===== config.mk =====
export PLATFORM = sky130hd
export DESIGN_NAME = div_iter_unit_flat
export DESIGN_NICKNAME = d
export VERILOG_FILES = /design/src/rtl/div_iter_unit_pkg.sv /design/src/rtl/div_iter_unit_if.sv /design/src/rtl/div_iter_unit.sv /design/src/flat_wrapper.sv
export SDC_FILE = /design/constraint.sdc
export NUM_CORES = 1
export LEC_CHECK = 0
export CORE_AREA = 3 3 184 186
export CTS_CLUSTER_DIAMETER = 150
export DETAILED_ROUTE_END_ITERATION = 10
export DIE_AREA = 0 0 187 189
export GPL_TIMING_DRIVEN = 0
export HOLD_SLACK_MARGIN = 0.06
export PLACE_DENSITY = 0.7
export SLEW_MARGIN = 20
export SYNTH_ARGS = -nofsm -noshare
export SYNTH_HDL_FRONTEND = slang
export SYNTH_SLANG_ARGS = --single-unit
export TNS_END_PERCENT = 1

===== constraint.sdc =====
create_clock -name clk -period 5 [get_ports clk]
set_clock_uncertainty 0.05 [all_clocks]
set_input_delay 0.75 -clock clk [delete_from_list [all_inputs] [get_ports clk]]
set_output_delay 0.75 -clock clk [all_outputs]
set_load 0.01 [all_outputs]

===== src/rtl/div_iter_unit_pkg.sv =====
// Shared types and the restoring-division step for the EX-stage iterative divider.
package div_pkg;
    localparam int          DIV_WIDTH     = 32;
    localparam logic [31:0] DIV_BY_ZERO_Q = 32'hFFFF_FFFF;

    typedef enum logic [1:0] {
        DIV_WU = 2'b00,
        MOD_WU = 2'b01,
        DIV_W  = 2'b10,
        MOD_W  = 2'b11
    } div_op_t;

    typedef enum logic [1:0] {
        IDLE = 2'd0,
        CALC = 2'd1,
        DONE = 2'd2
    } div_state_t;

    typedef struct packed {
        logic [DIV_WIDTH-1:0] rem;
        logic                 q;
    } div_step_t;

    // Compare is done on 33 bits so unsigned divisors with bit 31 set stay exact.
    function automatic div_step_t div_step(input logic [DIV_WIDTH-1:0] rem,
                                           input logic                 dvd_msb,
                                           input logic [DIV_WIDTH-1:0] dvs);
        logic [DIV_WIDTH:0] sh;
        div_step_t          r;
        sh = {rem, dvd_msb};
        if (sh >= {1'b0, dvs}) begin
            r.rem = DIV_WIDTH'(sh - {1'b0, dvs});
            r.q   = 1'b1;
        end else begin
            r.rem = sh[DIV_WIDTH-1:0];
            r.q   = 1'b0;
        end
        return r;
    endfunction

    function automatic logic [DIV_WIDTH-1:0] div_neg_if(input logic neg,
                                                        input logic [DIV_WIDTH-1:0] v);
        return neg ? -v : v;
    endfunction
endpackage


===== src/rtl/div_iter_unit_if.sv =====
// Slot-A EX-stage divide request/result bundle between the pipeline and the divider.
interface div_iter_unit_if #(parameter int WIDTH = 32) ();
    logic             EX_div_en;
    logic [1:0]       EX_div_op;
    logic [WIDTH-1:0] EX_src_a;
    logic [WIDTH-1:0] EX_src_b;
    logic             stall_dcache;
    logic             flush;
    logic             stall_div;
    logic [WIDTH-1:0] EX_div_result;

    modport master (
        output EX_div_en, EX_div_op, EX_src_a, EX_src_b, stall_dcache, flush,
        input  stall_div, EX_div_result
    );

    modport slave (
        input  EX_div_en, EX_div_op, EX_src_a, EX_src_b, stall_dcache, flush,
        output stall_div, EX_div_result
    );
endinterface


===== src/rtl/div_iter_unit.sv =====
// Restoring radix-2 divider: one quotient bit per cycle, holds the pipeline via stall_div.
module div_iter_unit
    import div_pkg::*;
#(
    parameter int WIDTH = 32,
    parameter int ITER  = WIDTH
) (
    input  logic            clk,
    input  logic            rstn,
    div_iter_unit_if.slave  bus
);
    localparam int CNT_W = $clog2(ITER);

    div_state_t       r_state, w_next;
    logic [CNT_W-1:0] r_cnt;
    logic [WIDTH-1:0] r_dvd, r_dvs, r_rem, r_quo, r_result;
    logic             r_sign_q, r_sign_r;
    div_op_t          r_op;

    div_op_t          w_op;
    logic             w_sgn_in, w_sa, w_sb, w_start, w_dvs_zero, w_last;
    logic             w_is_mod, w_is_sgn;
    div_step_t        w_step;
    logic [WIDTH-1:0] w_quo_fin, w_res_fin;

    assign w_op       = div_op_t'(bus.EX_div_op);
    assign w_sgn_in   = (w_op == DIV_W) || (w_op == MOD_W);
    assign w_sa       = w_sgn_in & bus.EX_src_a[WIDTH-1];
    assign w_sb       = w_sgn_in & bus.EX_src_b[WIDTH-1];
    assign w_start    = (r_state == IDLE) && bus.EX_div_en && !bus.flush;
    assign w_dvs_zero = (bus.EX_src_b == '0);
    assign w_last     = (r_cnt == CNT_W'(ITER - 1));

    assign w_is_mod   = (r_op == MOD_WU) || (r_op == MOD_W);
    assign w_is_sgn   = (r_op == DIV_W)  || (r_op == MOD_W);
    assign w_step     = div_step(r_rem, r_dvd[WIDTH-1], r_dvs);
    assign w_quo_fin  = {r_quo[WIDTH-2:0], w_step.q};
    // Sign fix-up folded into the final iteration so DONE sees the finished value.
    assign w_res_fin  = w_is_mod ? div_neg_if(w_is_sgn & r_sign_r, w_step.rem)
                                 : div_neg_if(w_is_sgn & r_sign_q, w_quo_fin);

    always_ff @(posedge clk or negedge rstn) begin
        if (!rstn) r_state <= IDLE;
        else       r_state <= w_next;
    end

    always_comb begin
        w_next = r_state;
        if (bus.flush) begin
            w_next = IDLE;
        end else begin
            case (r_state)
                IDLE:    if (bus.EX_div_en) w_next = w_dvs_zero ? DONE : CALC;
                CALC:    if (w_last) w_next = DONE;
                DONE:    if (!bus.stall_dcache) w_next = IDLE;
                default: w_next = IDLE;
            endcase
        end
    end

    always_comb begin
        bus.stall_div = 1'b0;
        if (!bus.flush)
            bus.stall_div = (r_state == CALC) || ((r_state == IDLE) && bus.EX_div_en);
    end

    assign bus.EX_div_result = r_result;

    always_ff @(posedge clk or negedge rstn) begin
        if (!rstn) begin
            r_cnt    <= '0;
            r_dvd    <= '0;
            r_dvs    <= '0;
            r_rem    <= '0;
            r_quo    <= '0;
            r_result <= '0;
            r_sign_q <= 1'b0;
            r_sign_r <= 1'b0;
            r_op     <= DIV_WU;
        end else if (w_start) begin
            if (w_dvs_zero) begin
                r_result <= (w_op == MOD_WU || w_op == MOD_W) ? bus.EX_src_a : DIV_BY_ZERO_Q;
            end else begin
                r_dvd    <= div_neg_if(w_sa, bus.EX_src_a);
                r_dvs    <= div_neg_if(w_sb, bus.EX_src_b);
                r_sign_q <= w_sa ^ w_sb;
                r_sign_r <= w_sa;
                r_op     <= w_op;
                r_rem    <= '0;
                r_quo    <= '0;
                r_cnt    <= '0;
            end
        end else if (r_state == CALC && !bus.flush) begin
            r_rem <= w_step.rem;
            r_dvd <= {r_dvd[WIDTH-2:0], 1'b0};
            r_quo <= w_quo_fin;
            r_cnt <= r_cnt + 1'b1;
            if (w_last) r_result <= w_res_fin;
        end
    end
endmodule


===== src/flat_wrapper.sv =====
// flat-port wrapper written by rule: the top's interface ports become plain ports
module div_iter_unit_flat import div_pkg::*;
#(
    parameter int WIDTH = 32,
    parameter int ITER  = WIDTH
)
  (clk, rstn, bus_EX_div_en, bus_EX_div_op, bus_EX_src_a, bus_EX_src_b, bus_stall_dcache, bus_flush, bus_stall_div, bus_EX_div_result);
  div_iter_unit_if #(.WIDTH(WIDTH)) bus_i ();
  input  logic clk;
  input  logic rstn;
  input wire logic [$bits(bus_i.EX_div_en)-1:0] bus_EX_div_en;
  input wire logic [$bits(bus_i.EX_div_op)-1:0] bus_EX_div_op;
  input wire logic [$bits(bus_i.EX_src_a)-1:0] bus_EX_src_a;
  input wire logic [$bits(bus_i.EX_src_b)-1:0] bus_EX_src_b;
  input wire logic [$bits(bus_i.stall_dcache)-1:0] bus_stall_dcache;
  input wire logic [$bits(bus_i.flush)-1:0] bus_flush;
  output wire logic [$bits(bus_i.stall_div)-1:0] bus_stall_div;
  output wire logic [$bits(bus_i.EX_div_result)-1:0] bus_EX_div_result;
  assign bus_i.EX_div_en = bus_EX_div_en;
  assign bus_i.EX_div_op = bus_EX_div_op;
  assign bus_i.EX_src_a = bus_EX_src_a;
  assign bus_i.EX_src_b = bus_EX_src_b;
  assign bus_i.stall_dcache = bus_stall_dcache;
  assign bus_i.flush = bus_flush;
  assign bus_stall_div = bus_i.stall_div;
  assign bus_EX_div_result = bus_i.EX_div_result;
  div_iter_unit #(.WIDTH(WIDTH), .ITER(ITER)) u_core (.clk(clk), .rstn(rstn), .bus(bus_i));
endmodule

* After elaboration in Yosys (flattened, before gate mapping)
Cells that the tools add are included.
Word-level totals: bits in registers 170, bits in latches 0, bits in writable memories 0, ROM bits 0, output and inout bits 33, logic and storage cells 83, memories kept 0
Cells by class: add/subtract/negate cells 6, $mul 0, div/mod/pow operators 0, magnitude comparators 1, equal/unequal tests 14, shift-type cells 0, muxes and demuxes 29, bitwise gates (word level) 6, reduce and logical (&&, ||, !) cells 17
Operators with widths (count):
- 32-bit 2-to-1 mux | 16
- 32-bit negator | 4
- 31-bit 2-to-1 mux | 2
- 33-bit by 32-bit greater-or-equal comparator with 1-bit output | 1
- 33-bit 2-to-1 mux | 1
- 32-bit zero test | 1
- 32-bit subtractor | 1
- 5-bit 2-to-1 mux | 3
- 2-bit equality test (second input constant) | 5
- 2-bit 2-to-1 mux | 5
- 2-bit by 1-bit equality test with 1-bit output (second input constant) | 3
- 3-bit != test (second input constant) | 2
- 2-bit case mux with 3 select lines | 1
- 3-bit AND reduction | 2
- 5-bit by 1-bit adder with 5-bit output (second input constant) | 1
- 5-bit equality test (second input constant) | 1
- 1-bit logical OR | 5
- 1-bit AND | 4
- 2-bit != test (second input constant) | 2
- 2-bit AND reduction | 2
- 2-bit nonzero test | 2
- 1-bit logical AND | 3
- 3-bit by 2-bit != test with 1-bit output (second input constant) | 1
- 2-bit zero test | 1
- other kinds (4) | 4

* Logic depth before layout (Yosys ltp)
depth in word-level cells 8, depth in mapped cells 26

* Least setup slack after synthesis
No wires, ideal clock.
kind register to register, from reg u_core.r_rem[9], to reg u_core.r_result[30], in the netlist u_core.bus.EX_div_result[30], setup time 0.142 ns, data arrival time 4.687 ns, data required time 4.808 ns, slack 0.121 ns, cell stages (with the launch flop) 23, buffers on the path 6, clock period less this slack 4.879 ns, path through dfrtp_1 -> ha_1 -> buf_2 -> a21oi_1 -> o21ai_1 -> and2_1 -> o311a_1 -> buf_2 -> or2_1 -> buf_2 -> buf_2 -> buf_2 -> buf_2 -> o21ai_0 -> ha_1 -> nand3_1 -> a21oi_1 -> nand3_1 -> o31ai_1 -> nand3_1 -> o31ai_1 -> xnor2_1 -> o221ai_1
On the way: cells in the longest elaborated chain, start to end 8
RTL lines:
- start, declared | line div_iter_unit.sv:16 | logic [WIDTH-1:0] r_dvd, r_dvs, r_rem, r_quo, r_result;
- start signal, assigned | line div_iter_unit.sv:94 | r_rem <= w_step.rem;
- 32-bit subtractor or 33-bit by 32-bit greater-or-equal comparator with 1-bit output (tied branches) | line div_iter_unit_pkg.sv:32, div_iter_unit_pkg.sv:31
- 33-bit 2-to-1 mux * | line div_iter_unit_pkg.sv:31 | if (sh >= {1'b0, dvs}) begin
- 32-bit negator | line div_iter_unit_pkg.sv:43 | return neg ? -v : v;
- 32-bit 2-to-1 mux | line div_iter_unit_pkg.sv:43
- 32-bit 2-to-1 mux * | line div_iter_unit.sv:39 | assign w_res_fin = w_is_mod ? div_neg_if(w_is_sgn & r_sign_r, w_step.rem)
- 32-bit 2-to-1 mux * | line div_iter_unit.sv:98 | if (w_last) r_result <= w_res_fin;
- 32-bit 2-to-1 mux * | line div_iter_unit.sv:93 | end else if (r_state == CALC && !bus.flush) begin
- 32-bit 2-to-1 mux * | line div_iter_unit.sv:80 | end else if (w_start) begin
- end signal, assigned | line div_iter_unit.sv:82 | r_result <= (w_op == MOD_WU || w_op == MOD_W) ? bus.EX_src_a : DIV_BY_ZERO_Q;
- end signal, assigned | line div_iter_unit.sv:98
- end, declared | line div_iter_unit.sv:16
Every way passes the cells marked *; elsewhere a longest branch is shown, timed or not. The select of a mux whose other input is x is not followed. A chain may end at the register's enable or synchronous reset.

* Worst setup path after layout
from reg u_core.r_rem[17], to reg u_core.r_result[30], in the netlist u_core.bus.EX_div_result[30]
Same word-level chain as after synthesis.

==> flow_summary.json <==
{
  "io_pins": 104,
  "setup_ws_ns": 0.0310,
  "period_share_pct": 99.4,
  "final_nets": 1901,
  "synth-seq-cells": 170,
  "rsz0062_at_grt": "yes",
  "drive_above_1_share_pct": 8.81,
  "synth-main-ff-cell": "dfrtp_1",
  "ir_drop_uv": 255,
  "worst_pin_slew_ns": 0.923,
  "final_cell_mix": "nand2_1, o21ai_0, dfrtp_1",
  "synth.avg_cell_area_sq_um": 7.77,
  "hpwl_um": 36000,
  "slowest_stage": "dfrtp_1",
  "start_util_pct": 39.5,
  "first_global_vias": 12700,
  "cts_hold_buf": 0,
  "ys_types": 75,
  "status": "finished clean",
  "diodes": 0,
  "cp_top_family": "simple AND/OR/NAND/NOR gates",
  "synth_fp_nets": 1759,
  "clock_path_buffers": 2,
  "overflow": 0,
  "clockRootBuffer": "clkbuf_16",
  "ant_nets": 0,
  "postSynthCellCount": 1649,
  "cts_buffers": 17,
  "end_kind": "flip-flop",
  "via_per_inst": 6.00,
  "path_buf_inv": 4,
  "firstDrtPassIters": 7,
  "gp_congestion": 0.974,
  "io_buffer_count": 102,
  "required_ns": 5.27,
  "wire_per_inst_um": 21.1,
  "cts_tree": "yes",
  "place_ws_ns": -1.87,
  "placed_area_sq_um": 14400,
  "drv_cap": 0,
  "layout_commonest_cell": "nand2_1",
  "timing.slew.headroom_pct": 38.5,
  "rows": 66,
  "cp_cell_sequence": "ha_1 > nand4_1 > nor4_4 > nand4_1 > o211ai_1 > or2_4 > buf_6 > buf_8 > buf_8 > buf_8 > nand2_1 > o21ai_4 > ha_4 > nand3_1 > a21oi_2 > nand3_2 > o31ai_4 > nand3_4 > o31ai_4 > xnor2_2 > o221ai_2",
  "setup_viol": 0,
  "hold_slack_ns": 0.261,
  "p_per_area_nw_per_um2": 299,
  "fin_util_pct": 48.2,
  "grt_pass1_wl_um": 72800,
  "core_sq_um": 32500,
  "grt_usage_pct": 26.0,
  "power.static_leakage_nw": 6.29,
  "ys_seq_area_share_pct": 33.2,
  "clk_latency_ns": 0.45,
  "hold_path_class": "input pin to async pin",
  "fin_area_sq_um": 15600,
  "dieArea_sq_um": 35300,
  "die_h_um": 189,
  "drtIter0Drc": 1438,
  "antenna_found_initial": 0,
  "worstPathArrival_ns": 5.23,
  "p_total_mw": 4.68,
  "drc": 0,
  "htree_levels": 4,
  "yosys_warnings": 0,
  "syn_to_final_growth_pct": 22.0,
  "wirelength_um": 47300,
  "timing.reg2reg.setup_slack_ns": 0.03,
  "timing.fmax_mhz": 201,
  "crit_path_frequent_cell": "buf_8",
  "layout_min_cycle_time_ns": 4.97,
  "cts.sinks": 170,
  "slew_viol_final": 0,
  "clk_pin_slew_ns": 0.09,
  "synth_area_sq_um": 12800,
  "cpPeakStageDelay_ns": 0.46,
  "cp-start-kind": "flip-flop",
  "crit_path_max_fanout": 10,
  "grt_max_degree": 96,
  "vias": 13500,
  "synth-edff-count": 0,
  "async_flop_share_pct": 100,
  "critPathKind": "flip-flop to flip-flop",
  "die_x_um": 187,
  "finalHoldViolations": 0
}
worst paths after layout:
check / startpoint / end / cells past startpoint
worst min register to register: u_core.bus.EX_div_result[13]$_DFFE_PN0P_ / u_core.bus.EX_div_result[13]$_DFFE_PN0P_ / 2
worst min-delay path: rstn / u_core.r_dvd[9]$_DFFE_PN0P_ / 1
worst max register to register: u_core.r_rem[17]$_DFFE_PN0P_ / u_core.bus.EX_div_result[30]$_DFFE_PN0P_ / 21
max in group asynchronous: rstn / u_core.r_rem[25]$_DFFE_PN0P_ / 2
min in group clk: u_core.bus.EX_div_result[13]$_DFFE_PN0P_ / u_core.bus.EX_div_result[13]$_DFFE_PN0P_ / 2
worst max-delay path: u_core.r_rem[17]$_DFFE_PN0P_ / u_core.bus.EX_div_result[30]$_DFFE_PN0P_ / 21
per-stage QoR:
| stage | std cells | setup TNS, ns |
|---|---|---|
| CTS | 2232 | 0 |
| global placement | 2193 | -701.46 |
| global route | 2246 | -0.346 |
| finish | 2246 | 0 |
| floorplan | 1649 | 0 |
| detailed placement | 2194 | -21.29 |
registers in the layout, indices dropped and copies added, names as in the netlist, 2 cells and up:
register and cells:
u_core.bus.EX_div_result 32, u_core.r_cnt 5, u_core.r_dvd 32, u_core.r_dvs 32, u_core.r_op 2, u_core.r_quo 31, u_core.r_rem 32, u_core.r_state 2
synth_stat cells (5+ instances only):
| cell type | count | area share, % |
|---|---|---|
| dfrtp_1 | 170 | 33 |
| and2_1 | 17 | 0.83 |
| nand3_1 | 55 | 2.1 |
| o211ai_1 | 15 | 0.88 |
| nand2b_1 | 10 | 0.49 |
| nand3b_1 | 9 | 0.53 |
| a221o_1 | 12 | 0.94 |
| or4_1 | 10 | 0.59 |
| a31oi_1 | 23 | 1.1 |
| o21ai_1 | 6 | 0.23 |
| o41ai_1 | 8 | 0.55 |
| nor2_1 | 122 | 3.6 |
| nor4_1 | 23 | 1.1 |
| buf_1 | 6 | 0.18 |
| xnor2_1 | 73 | 5.0 |
| ha_1 | 38 | 3.7 |
| and4_1 | 5 | 0.34 |
| mux2i_1 | 21 | 1.6 |
| xor2_1 | 61 | 4.2 |
| nor3b_1 | 6 | 0.35 |
| a22oi_1 | 9 | 0.53 |
| clkbuf_1 | 76 | 2.2 |
| o21ai_0 | 227 | 8.9 |
| and3_1 | 14 | 0.68 |
| buf_2 | 19 | 0.74 |
| nand2_1 | 234 | 6.9 |
| a21oi_1 | 114 | 4.5 |
| o21a_1 | 5 | 0.29 |
| inv_1 | 53 | 1.6 |
| o221ai_1 | 10 | 0.68 |
| o22ai_1 | 6 | 0.29 |
| nor2b_1 | 5 | 0.24 |
| or3_1 | 21 | 1.0 |
| a21o_1 | 7 | 0.41 |
| nand4_1 | 16 | 0.78 |
| a211oi_1 | 8 | 0.47 |
| o31ai_1 | 26 | 1.5 |
| nor3_1 | 38 | 1.5 |
timing repair:
item                                    CTS  global route
endpoints found under the setup margin   19            13
gates cloned                              0             0
resized for setup                        70            53
pin swaps                                16            20
setup buffers                            10            14
report_power, final:
part	internal [mW]	switching (mW)
registers	1.53	0.0913
logic	0.605	1.04
clock network	0.689	0.734
cell families (layout without fill, tap and decap cells):
| kind of cell | Yosys count | count (layout) | synth area share, % |
|---|---|---|---|
| DFF | 170 | 170 | 33.2 |
| buffers and inverters | 156 | 311 | 4.87 |
| and+or+nand+nor | 602 | 602 | 22.1 |
| AOI/OAI and AO/OA | 527 | 527 | 25.2 |
| muxes | 21 | 21 | 1.64 |
| adders and majority gates | 39 | 39 | 3.86 |
| xor gates and xnor gates | 134 | 134 | 9.15 |
cell type report:
type,instances,area (sq um)
fill,3244,16800
multi-input combinational,1323,8260
sequential,170,4270
timing repair buffer,127,1230
tap,442,553
buffer,99,508
clock buffer,17,425
inverter,53,201
clock inverter,15,188
metal layers:
layer	GRT usage, %	routed length [um]	vias to the layer above
li1	-	-	6228
met1	35.2	20200	6436
met2	42.1	21000	691
met3	4.37	4140	111
met4	9.62	1900	0
met5	0	0	-
worst register-to-register path, stage by stage (launching register included):
cell and delay, ns:
dfrtp_1 0.46, ha_1 0.46, nand4_1 0.22, nor4_4 0.39, nand4_1 0.13, o211ai_1 0.24
or2_4 0.25, buf_6 0.16, buf_8 0.16, buf_8 0.17, buf_8 0.18, nand2_1 0.11
o21ai_4 0.09, ha_4 0.18, nand3_1 0.08, a21oi_2 0.22, nand3_2 0.13, o31ai_4 0.38
nand3_4 0.15, o31ai_4 0.30, xnor2_2 0.19, o221ai_2 0.13
No activity file was read; power rests on OpenSTA's default activity.
